$ cat config.mk
export PLATFORM = sky130hd
export DESIGN_NAME = pc_redirect_unit_flat
export DESIGN_NICKNAME = d
export VERILOG_FILES = /design/src/rtl/pc_redirect_unit_if.sv /design/src/rtl/pc_redirect_unit.sv /design/src/flat_wrapper.sv
export SDC_FILE = /design/constraint.sdc
export NUM_CORES = 1
export LEC_CHECK = 0
export BUFFER_PORTS_ARGS = -buffer_cell sky130_fd_sc_hd__clkbuf_2
export CAP_MARGIN = 20
export CORE_MARGIN = 5
export CORE_UTILIZATION = 45
export DETAILED_ROUTE_END_ITERATION = 12
export PLACE_DENSITY = 0.69
export SYNTH_ARGS = -nofsm -noshare
export SYNTH_HDL_FRONTEND = slang
export SYNTH_SLANG_ARGS = --single-unit
export TNS_END_PERCENT = 50
$ cat constraint.sdc
create_clock -name Clk -period 3.98 [get_ports Clk]
set_input_delay 0.796 -clock Clk [delete_from_list [all_inputs] [get_ports Clk]]
set_output_delay 0.796 -clock Clk [all_outputs]
set_load 0.02 [all_outputs]
$ cat src/rtl/pc_redirect_unit_if.sv
// Fetch-side bundle between the PC owner and its request sources (branch unit, decode, hazard unit).
// The master modport drives requests and observes the PC; the slave modport is the PC owner.
interface pc_redirect_unit_if;
  logic        Stall;
  logic        BranchTaken;
  logic [31:0] BranchTarget;
  logic        JumpTaken;
  logic [31:0] JumpTarget;
  logic [31:0] PCResult;
  logic [31:0] PCPlus4;
  logic        Flush;
  logic        RedirectPending;
  logic        Misaligned;
  logic [15:0] RedirectCount;

  modport master (
    output Stall, BranchTaken, BranchTarget, JumpTaken, JumpTarget,
    input  PCResult, PCPlus4, Flush, RedirectPending, Misaligned, RedirectCount
  );

  modport slave (
    input  Stall, BranchTaken, BranchTarget, JumpTaken, JumpTarget,
    output PCResult, PCPlus4, Flush, RedirectPending, Misaligned, RedirectCount
  );
endinterface

$ cat src/rtl/pc_redirect_unit.sv
// Program-counter owner: steps the PC, applies branch/jump redirects, and buffers a
// redirect that arrives during a stall until the stall releases.
module pc_redirect_unit #(
  parameter logic [31:0] RESET_PC = 32'h0000_0000,
  parameter logic [31:0] PC_STEP  = 32'd4
) (
  input  logic               Clk,
  input  logic               Reset,
  pc_redirect_unit_if.slave  bus
);

  typedef enum logic [0:0] {IDLE, HOLD} state_t;

  state_t      state_q, state_d;
  logic [31:0] pc_q, pc_d;
  logic [31:0] held_q, held_d;
  logic        flush_q, flush_d;
  logic        mis_q, mis_d;
  logic [15:0] cnt_q, cnt_d;

  logic        req;
  logic [31:0] sel_raw;
  logic [31:0] sel_tgt;
  logic [31:0] br_tgt;
  logic [15:0] cnt_inc;

  always_comb begin
    req     = bus.BranchTaken | bus.JumpTaken;
    // Branch wins over jump: it is the older instruction in the pipe.
    sel_raw = bus.BranchTaken ? bus.BranchTarget : bus.JumpTarget;
    sel_tgt = {sel_raw[31:2], 2'b00};
    br_tgt  = {bus.BranchTarget[31:2], 2'b00};
    cnt_inc = (cnt_q == 16'hFFFF) ? cnt_q : cnt_q + 16'd1;

    state_d = state_q;
    pc_d    = pc_q;
    held_d  = held_q;
    flush_d = 1'b0;
    mis_d   = mis_q;
    cnt_d   = cnt_q;

    case (state_q)
      IDLE: begin
        if (req) begin
          if (sel_raw[1:0] != 2'b00) mis_d = 1'b1;
          if (!bus.Stall) begin
            pc_d    = sel_tgt;
            flush_d = 1'b1;
            cnt_d   = cnt_inc;
          end else begin
            held_d  = sel_tgt;
            state_d = HOLD;
          end
        end else if (!bus.Stall) begin
          pc_d = pc_q + PC_STEP;
        end
      end
      HOLD: begin
        // Only a younger-than-held branch can displace the buffered target; jumps are dropped.
        if (bus.BranchTaken && bus.BranchTarget[1:0] != 2'b00) mis_d = 1'b1;
        if (bus.Stall) begin
          if (bus.BranchTaken) held_d = br_tgt;
        end else begin
          pc_d    = bus.BranchTaken ? br_tgt : held_q;
          flush_d = 1'b1;
          cnt_d   = cnt_inc;
          state_d = IDLE;
        end
      end
      default: state_d = IDLE;
    endcase
  end

  always_ff @(posedge Clk) begin
    if (Reset) begin
      state_q <= IDLE;
      pc_q    <= RESET_PC;
      held_q  <= 32'h0000_0000;
      flush_q <= 1'b0;
      mis_q   <= 1'b0;
      cnt_q   <= 16'h0000;
    end else begin
      state_q <= state_d;
      pc_q    <= pc_d;
      held_q  <= held_d;
      flush_q <= flush_d;
      mis_q   <= mis_d;
      cnt_q   <= cnt_d;
    end
  end

  assign bus.PCResult        = pc_q;
  assign bus.PCPlus4         = pc_q + PC_STEP;
  assign bus.Flush           = flush_q;
  assign bus.RedirectPending = (state_q == HOLD);
  assign bus.Misaligned      = mis_q;
  assign bus.RedirectCount   = cnt_q;

endmodule

$ cat src/flat_wrapper.sv
// flat-port wrapper written by rule: the top's interface ports become plain ports
module pc_redirect_unit_flat 
#(
  parameter logic [31:0] RESET_PC = 32'h0000_0000,
  parameter logic [31:0] PC_STEP  = 32'd4
)
  (Clk, Reset, bus_Stall, bus_BranchTaken, bus_BranchTarget, bus_JumpTaken, bus_JumpTarget, bus_PCResult, bus_PCPlus4, bus_Flush, bus_RedirectPending, bus_Misaligned, bus_RedirectCount);
  pc_redirect_unit_if bus_i ();
  input  logic Clk;
  input  logic Reset;
  input wire logic [$bits(bus_i.Stall)-1:0] bus_Stall;
  input wire logic [$bits(bus_i.BranchTaken)-1:0] bus_BranchTaken;
  input wire logic [$bits(bus_i.BranchTarget)-1:0] bus_BranchTarget;
  input wire logic [$bits(bus_i.JumpTaken)-1:0] bus_JumpTaken;
  input wire logic [$bits(bus_i.JumpTarget)-1:0] bus_JumpTarget;
  output wire logic [$bits(bus_i.PCResult)-1:0] bus_PCResult;
  output wire logic [$bits(bus_i.PCPlus4)-1:0] bus_PCPlus4;
  output wire logic [$bits(bus_i.Flush)-1:0] bus_Flush;
  output wire logic [$bits(bus_i.RedirectPending)-1:0] bus_RedirectPending;
  output wire logic [$bits(bus_i.Misaligned)-1:0] bus_Misaligned;
  output wire logic [$bits(bus_i.RedirectCount)-1:0] bus_RedirectCount;
  assign bus_i.Stall = bus_Stall;
  assign bus_i.BranchTaken = bus_BranchTaken;
  assign bus_i.BranchTarget = bus_BranchTarget;
  assign bus_i.JumpTaken = bus_JumpTaken;
  assign bus_i.JumpTarget = bus_JumpTarget;
  assign bus_PCResult = bus_i.PCResult;
  assign bus_PCPlus4 = bus_i.PCPlus4;
  assign bus_Flush = bus_i.Flush;
  assign bus_RedirectPending = bus_i.RedirectPending;
  assign bus_Misaligned = bus_i.Misaligned;
  assign bus_RedirectCount = bus_i.RedirectCount;
  pc_redirect_unit #(.RESET_PC(RESET_PC), .PC_STEP(PC_STEP)) u_core (.Clk(Clk), .Reset(Reset), .bus(bus_i));
endmodule
==> results of run 1 <==
## layout by cell type (no fill, tap or decap), types with 6 or more instances in the layout
cell and instances:
nand4_1 18, nand2b_1 6, nand2_1 36, o211ai_1 8, a22oi_1 8, xor2_1 20
clkbuf_16 9, a21oi_1 39, o21ai_0 42, o22ai_1 32, nor2_1 75, mux2i_1 21
a221oi_1 9, nor4_1 10, and3_1 7, xnor2_1 21, nand3_1 24, o21a_1 6
inv_1 16, a211oi_1 27, clkbuf_2 151, nor3_1 21, a31oi_1 6, buf_4 12
dfxtp_1 83
## critical path, stage by stage, from the launching register on
cell and delay, ps:
dfxtp_1 490, nand4_1 250, nor2_1 630, nand3_1 370, nor2_1 210, xor2_1 150, clkbuf_2 180
## sequential cells by signal (all words and copies together) (netlist names)
name / count
u_core.held_q: 32
u_core.bus.RedirectPending: 1
u_core.bus.PCResult: 32
u_core.bus.Flush: 1
u_core.bus.Misaligned: 1
u_core.bus.RedirectCount: 16
## cell families (layout without fill, tap and decap cells)
| logic type | after synthesis | in the layout | synth area share [%] |
|---|---|---|---|
| XOR/XNOR | 41 | 41 | 7.04 |
| AND/OR/NAND/NOR | 224 | 224 | 22.9 |
| multiplexers | 21 | 21 | 4.12 |
| adder cells (fa/ha/maj) | 2 | 2 | 0.491 |
| AO/OA/AOI/OAI | 209 | 209 | 27.1 |
| buffers and inverters | 72 | 195 | 5.79 |
| flip-flops | 83 | 83 | 32.6 |
## power by group through the flow
stage / sequential, uW / combinational, uW / clock (uW)
3_5_place_dp: 969 / 481 / 0
2_1_floorplan: 978 / 289 / 0
5_1_grt: 960 / 529 / 928
6_report: 952 / 489 / 881
3_3_place_gp: 966 / 476 / 0
4_1_cts: 950 / 483 / 888
## cell type report
type / instances / share of cell area, %
Clock buffer: 14 / 4.58
Clock inverter: 1 / 0.484
Inverter: 17 / 1.03
Multi-Input combinational cell: 497 / 50.7
Sequential cell: 83 / 26.8
Tap cell: 140 / 2.82
Timing Repair Buffer: 163 / 13.6
## through the flow
| stage | cell area (um2) | util, % | std cells | power (uW) | setup WS (ps) |
|---|---|---|---|---|---|
| floorplan | 5100 | - | 652 | 1270 | 1140 |
| finish | 6200 | 56.5 | 915 | 2320 | 561 |
| global placement | 5890 | 53.6 | 900 | 1440 | 1030 |
| detailed placement | 5890 | 53.6 | 900 | 1450 | 966 |
| CTS | 6200 | 56.5 | 915 | 2320 | 617 |
| global route | 6200 | 56.5 | 915 | 2420 | 381 |
## final timing paths
| path | startpoint | depth (start not counted) | slack, ps | end |
|---|---|---|---|---|
| max reg2reg | u_core.bus.RedirectPending$_SDFF_PP0_ | 5 | 1190 | u_core.held_q[19]$_SDFFE_PP0P_ |
| max | u_core.bus.PCResult[14]$_SDFFE_PP0P_ | 6 | 560 | bus_PCPlus4[21] |
| min reg2reg | u_core.bus.Misaligned$_SDFFE_PP0P_ | 2 | 460 | u_core.bus.Misaligned$_SDFFE_PP0P_ |
| min | u_core.bus.Misaligned$_SDFFE_PP0P_ | 2 | 460 | u_core.bus.Misaligned$_SDFFE_PP0P_ |
## metal layers
metal | vias to the layer above | GRT usage, %
li1 | 2667 | -
met3 | 30 | 6.32
met1 | 2658 | 37.9
met4 | 0 | 5.18
met5 | - | 0
met2 | 299 | 38.4
==> run summary, run 1 <==
H-tree depth = 3
Arr. time, crit path = 2620 ps
Yosys reg bits = 83
Endpoints failing setup = 0
Syn Nets = 723
RePlAce Congestion = 0.950
Switching power = 707 uW
Post-CTS sizing = 0
Final hold viol count = 0
Critical Path RT = 3180 ps
Mapped Area = 5100 um2
PwrDens = 374 nW/um2
Sequential Area = 1660 um2
Sequential share of power = 41.0%
Post-synth cell types = 64
Cts hold-fix bufs = 0
RSZ-0062 raised after global routing = no
Fraction of the yosys area taken by sequential cells = 32.6%
DR WL/cell = 19.4 um
Status = finished clean
CP Class = flip-flop to primary output
N_diodes = 0
Top-count cell post-synth = dfxtp_1
Tcrit/Tclk final = 85.9%
Die width = 116 um
Max_cap viols = 0
DRT Wirelength = 17.7 mm
PortBufs = 151
Fill cells = 1020
Root Buffer = clkbuf_16
Initial antenna violation count = 0
Fin nets = 842
Syn-to-layout area delta = 21.7%
EDFF count, synth = 0
M1 WL = 7.84 mm
Combinational Power Share = 21.1%
Final TNS setup = 0 ps
Met3 WL = 1.86 mm
Synth top area share = 32.6%
Setup Fix Bufs, Post-CTS = 0
Peak supply drop = 0.196 mV
Fin crit period = 3420 ps
ANT nets after route = 0
Highest Signal Layer = met4
I/O pin cnt = 152
Commonest cells post-synth = dfxtp_1, nor2_1, o21ai_0
Lkg Pwr = 0.00264 uW
Chip height = 116 um
Max-slew violations = 0
Clock Sink Count = 83
First-pass GRT wire length = 27.9 mm
Clock share of power = 37.9%
Vias after detailed routing = 5654
Drt drc = 0
Synth warnings = 0
Area contributors post-synth = dfxtp_1, nor2_1, mux2i_1
Worst-Margin Slew = 985 ps
Critical Path Fanout Max = 11
Tightest hold margin = 463 ps
Clk_lat worst skew = 330 ps
Standard-cell row count = 38
Critical path launch point type = flip-flop
Ys flop type = dfxtp_1
Area of the multi-input gates = 3140 um2
Int Power = 1620 uW
Drt pass-1 iters = 5
DIE AREA = 13600 um2
CTS clk-pin slew, worst paths = 60 ps
Overflow after GRT = 0
Share of cells above drive strength 1 = 25.0%
Layout Skew = 5.46 ps
Worst-case clock buffer depth = 2
Initial DRC count = 632
Yosys top cell by area = dfxtp_1
Async SR Flop Fraction = 0%
DR WL met2 = 7.78 mm
Num CTS Buffers = 9
F_max = 292 MHz
Crit. End Element = primary output
Core Box Area = 11000 um2
Pin count of the biggest net entering global routing = 67
Syn Inst Count = 652
CTS tree = done
Syn Area/Cell = 7.82 um2
HPWL after DPL = 12.8 mm
Slew margin rel. = 33.7%
Type of the most critical hold path = flip-flop to flip-flop
Global-route usage over all layers = 25.8%
Drt via density = 6.18
Number of global-route vias before repair = 5156
Switching share of total power = 30.5%
Starting density of the core = 46.4%
No activity file was read; power rests on OpenSTA's default activity.
==> run 2: changes to the inputs <==
- CTS_BUF_LIST: not set -> sky130_fd_sc_hd__clkbuf_4 sky130_fd_sc_hd__clkbuf_8 sky130_fd_sc_hd__clkbuf_16
- REMOVE_ABC_BUFFERS: not set -> 1
==> run 2 against run 1 <==
  * Final area is 0.32% higher
  * Cell count is 0.44% higher
  * Sequential power hardly changed
  * Critical path depth stayed put
  * Clock-buffer cell count is 4 lower
  * Worst setup slack better by 45 ps
  * Utilization is 0.18 points higher
  * Total power hardly changed
  * Register-to-register slack worse by 60 ps
  * Via count hardly changed
  * Largest cell class unchanged
==> run summary, run 2 (same netlist as run 1, synthesis figures left out) <==
Most common cell on crit path = nor2_1 (unchanged)
Commonest non-fill, non-tap cell in the layout = clkbuf_2 (unchanged)
Final instance area = 6220 um2 (was 6200 um2)
Fin nets = 845 (was 842)
Die width = 116 um (unchanged)
Slowest stage delay, CP = 590 ps (was 630 ps)
Peak supply drop = 0.241 mV (was 0.196 mV)
Endpoints failing setup = 0 (unchanged)
PwrDens = 373 nW/um2 (was 374 nW/um2)
Commonest cells after routing, fill and taps aside = clkbuf_2, dfxtp_1, nor2_1 (unchanged)
Max_cap viols = 0 (unchanged)
Max-slew violations = 0 (unchanged)
Switching power = 746 uW (was 707 uW)
Area after DPL = 5910 um2 (was 5890 um2)
Drt drc = 0 (unchanged)
Post-CTS sizing = 0 (unchanged)
Lkg Pwr = 0.00265 uW (was 0.00264 uW)
Arr. time, crit path = 2580 ps (was 2620 ps)
Sequential share of power = 41.0% (about the same)
N_diodes = 0 (unchanged)
Reg2reg start = u_core.bus.RedirectPending$_SDFF_PP0_ (unchanged)
Worst-case clock buffer depth = 2 (unchanged)
Fin crit period = 3370 ps (was 3420 ps)
Slew margin rel. = 33.0% (was 33.7%)
HPWL after DPL = 12.5 mm (was 12.8 mm)
Combinational Power Share = 21.0% (was 21.1%)
Cts hold-fix bufs = 0 (unchanged)
First-pass GRT wire length = 27.8 mm (was 27.9 mm)
CP Launch Point = u_core.bus.PCResult[14]$_SDFFE_PP0P_ (unchanged)
Clock Sink Count = 83 (unchanged)
Worst-Margin Slew = 996 ps (was 985 ps)
CP Class = flip-flop to primary output (unchanged)
DR WL/cell = 19.3 um (was 19.4 um)
Share of cells above drive strength 1 = 25.5% (was 25.0%)
Type of the most critical hold path = flip-flop to flip-flop (unchanged)
Core Box Area = 11000 um2 (unchanged)
Number of global-route vias before repair = 5457 (was 5156)
Initial antenna violation count = 0 (unchanged)
Starting density of the core = 46.4% (unchanged)
CTS tree = done (unchanged)
Clock share of power = 38.0% (was 37.9%)
Drt via density = 6.15 (was 6.18)
RePlAce Congestion = 0.920 (was 0.950)
Final hold viol count = 0 (unchanged)
Num CTS Buffers = 9 (unchanged)
Drt pass-1 iters = 5 (unchanged)
Root Buffer = clkbuf_16 (unchanged)
Pin count of the biggest net entering global routing = 76 (was 67)
Status = finished clean (unchanged)
ANT nets after route = 0 (unchanged)
Initial DRC count = 527 (was 632)
F_max = 296 MHz (was 292 MHz)
Switching share of total power = 32.2% (was 30.5%)
DRT Wirelength = 17.7 mm (about the same)
Global-route usage over all layers = 26.0% (was 25.8%)
Chip height = 116 um (unchanged)
Overflow after GRT = 0 (unchanged)
Final Instance Count excl. Fillers = 919 (was 915)
Vias after detailed routing = 5651 (was 5654)
Final TNS setup = 0 ps (unchanged)
Syn-to-layout area delta = 22.1% (was 21.7%)
Tcrit/Tclk final = 84.8% (was 85.9%)
Hold path start = u_core.bus.Misaligned$_SDFFE_PP0P_ (unchanged)
CP max stage cell = nor2_1 (unchanged)
I/O pin cnt = 152 (unchanged)
CTS clk-pin slew, worst paths = 70 ps (was 60 ps)
Setup Fix Bufs, Post-CTS = 0 (unchanged)
PortBufs = 151 (unchanged)
Standard-cell row count = 38 (unchanged)
DIE AREA = 13600 um2 (unchanged)
Cells after DPL = 903 (was 900)
Critical Path RT = 3180 ps (about the same)
Int Power = 1570 uW (was 1620 uW)
Critical-path cell list = nand4_1 > nor2_1 > nand3_1 > nor2_1 > xor2_1 > clkbuf_2 (unchanged)
Critical Path Fanout Max = 11 (unchanged)
Critical path launch point type = flip-flop (unchanged)
H-tree depth = 3 (unchanged)
Clk_lat worst skew = 350 ps (was 330 ps)
Layout Skew = 6.69 ps (was 5.46 ps)
RSZ-0062 raised after global routing = no (unchanged)
Crit. End Element = primary output (unchanged)
==> run 2: changes by cell type in the layout (fill, tap and decap cells not counted) <==
cell,delta
clkinv_4,+3
clkinvlp_4,+1
clkbuf_8,-3
buf_4,+3
clkbuf_1,-1
inv_6,+1
==> run 2: cell type report <==
cell class | instances | area, um2
clock buffer | 10 | 239
tap | 140 | 175
timing repair buffer | 166 | 868
fill | 1021 | 4760
clock inverter | 6 | 72.6
inverter | 17 | 63.8
multi-input combinational | 497 | 3140
sequential | 83 | 1660
==> run 2: final timing paths <==
path,depth (start not counted),endpoint,slack (ps)
setup / recovery,6,bus_PCPlus4[21],610
hold / removal,2,u_core.bus.Misaligned$_SDFFE_PP0P_,470
setup reg to reg,5,u_core.held_q[26]$_SDFFE_PP0P_,1130
hold reg to reg,2,u_core.bus.Misaligned$_SDFFE_PP0P_,470
==> run 2: power by group through the flow <==
stage	clock, uW	sequential (uW)	combinational (uW)
floorplan	0	989	238
global placement	0	964	475
detailed placement	0	967	483
CTS	898	949	485
global route	937	957	529
finish	882	951	488
==> run 2: worst max-delay path, delay by kind of cell, from the launching register on <==
family | cells | cell delay, ps
buffers and inverters | 1 | 200
AND/OR/NAND/NOR | 4 | 1340
flip-flops | 1 | 490
XOR/XNOR | 1 | 190
==> run 2: per-layer routing <==
metal  track usage (%)  up-vias  wire (um)
li1                  -     2683          -
met1              33.9     2684       7470
met2              43.4      262       8450
met3              4.56       22       1530
met4              8.82        0        290
met5                 0        -          0
==> run 2: through the flow <==
step	worst slack (ps)	total power [uW]	hold slack, ps	utilization (%)
2_1_floorplan	1090	1230	437	-
6_report	606	2320	471	56.7
3_3_place_gp	1040	1440	457	53.8
5_1_grt	399	2420	505	56.7
4_1_cts	618	2330	474	56.7
3_5_place_dp	1010	1450	464	53.8
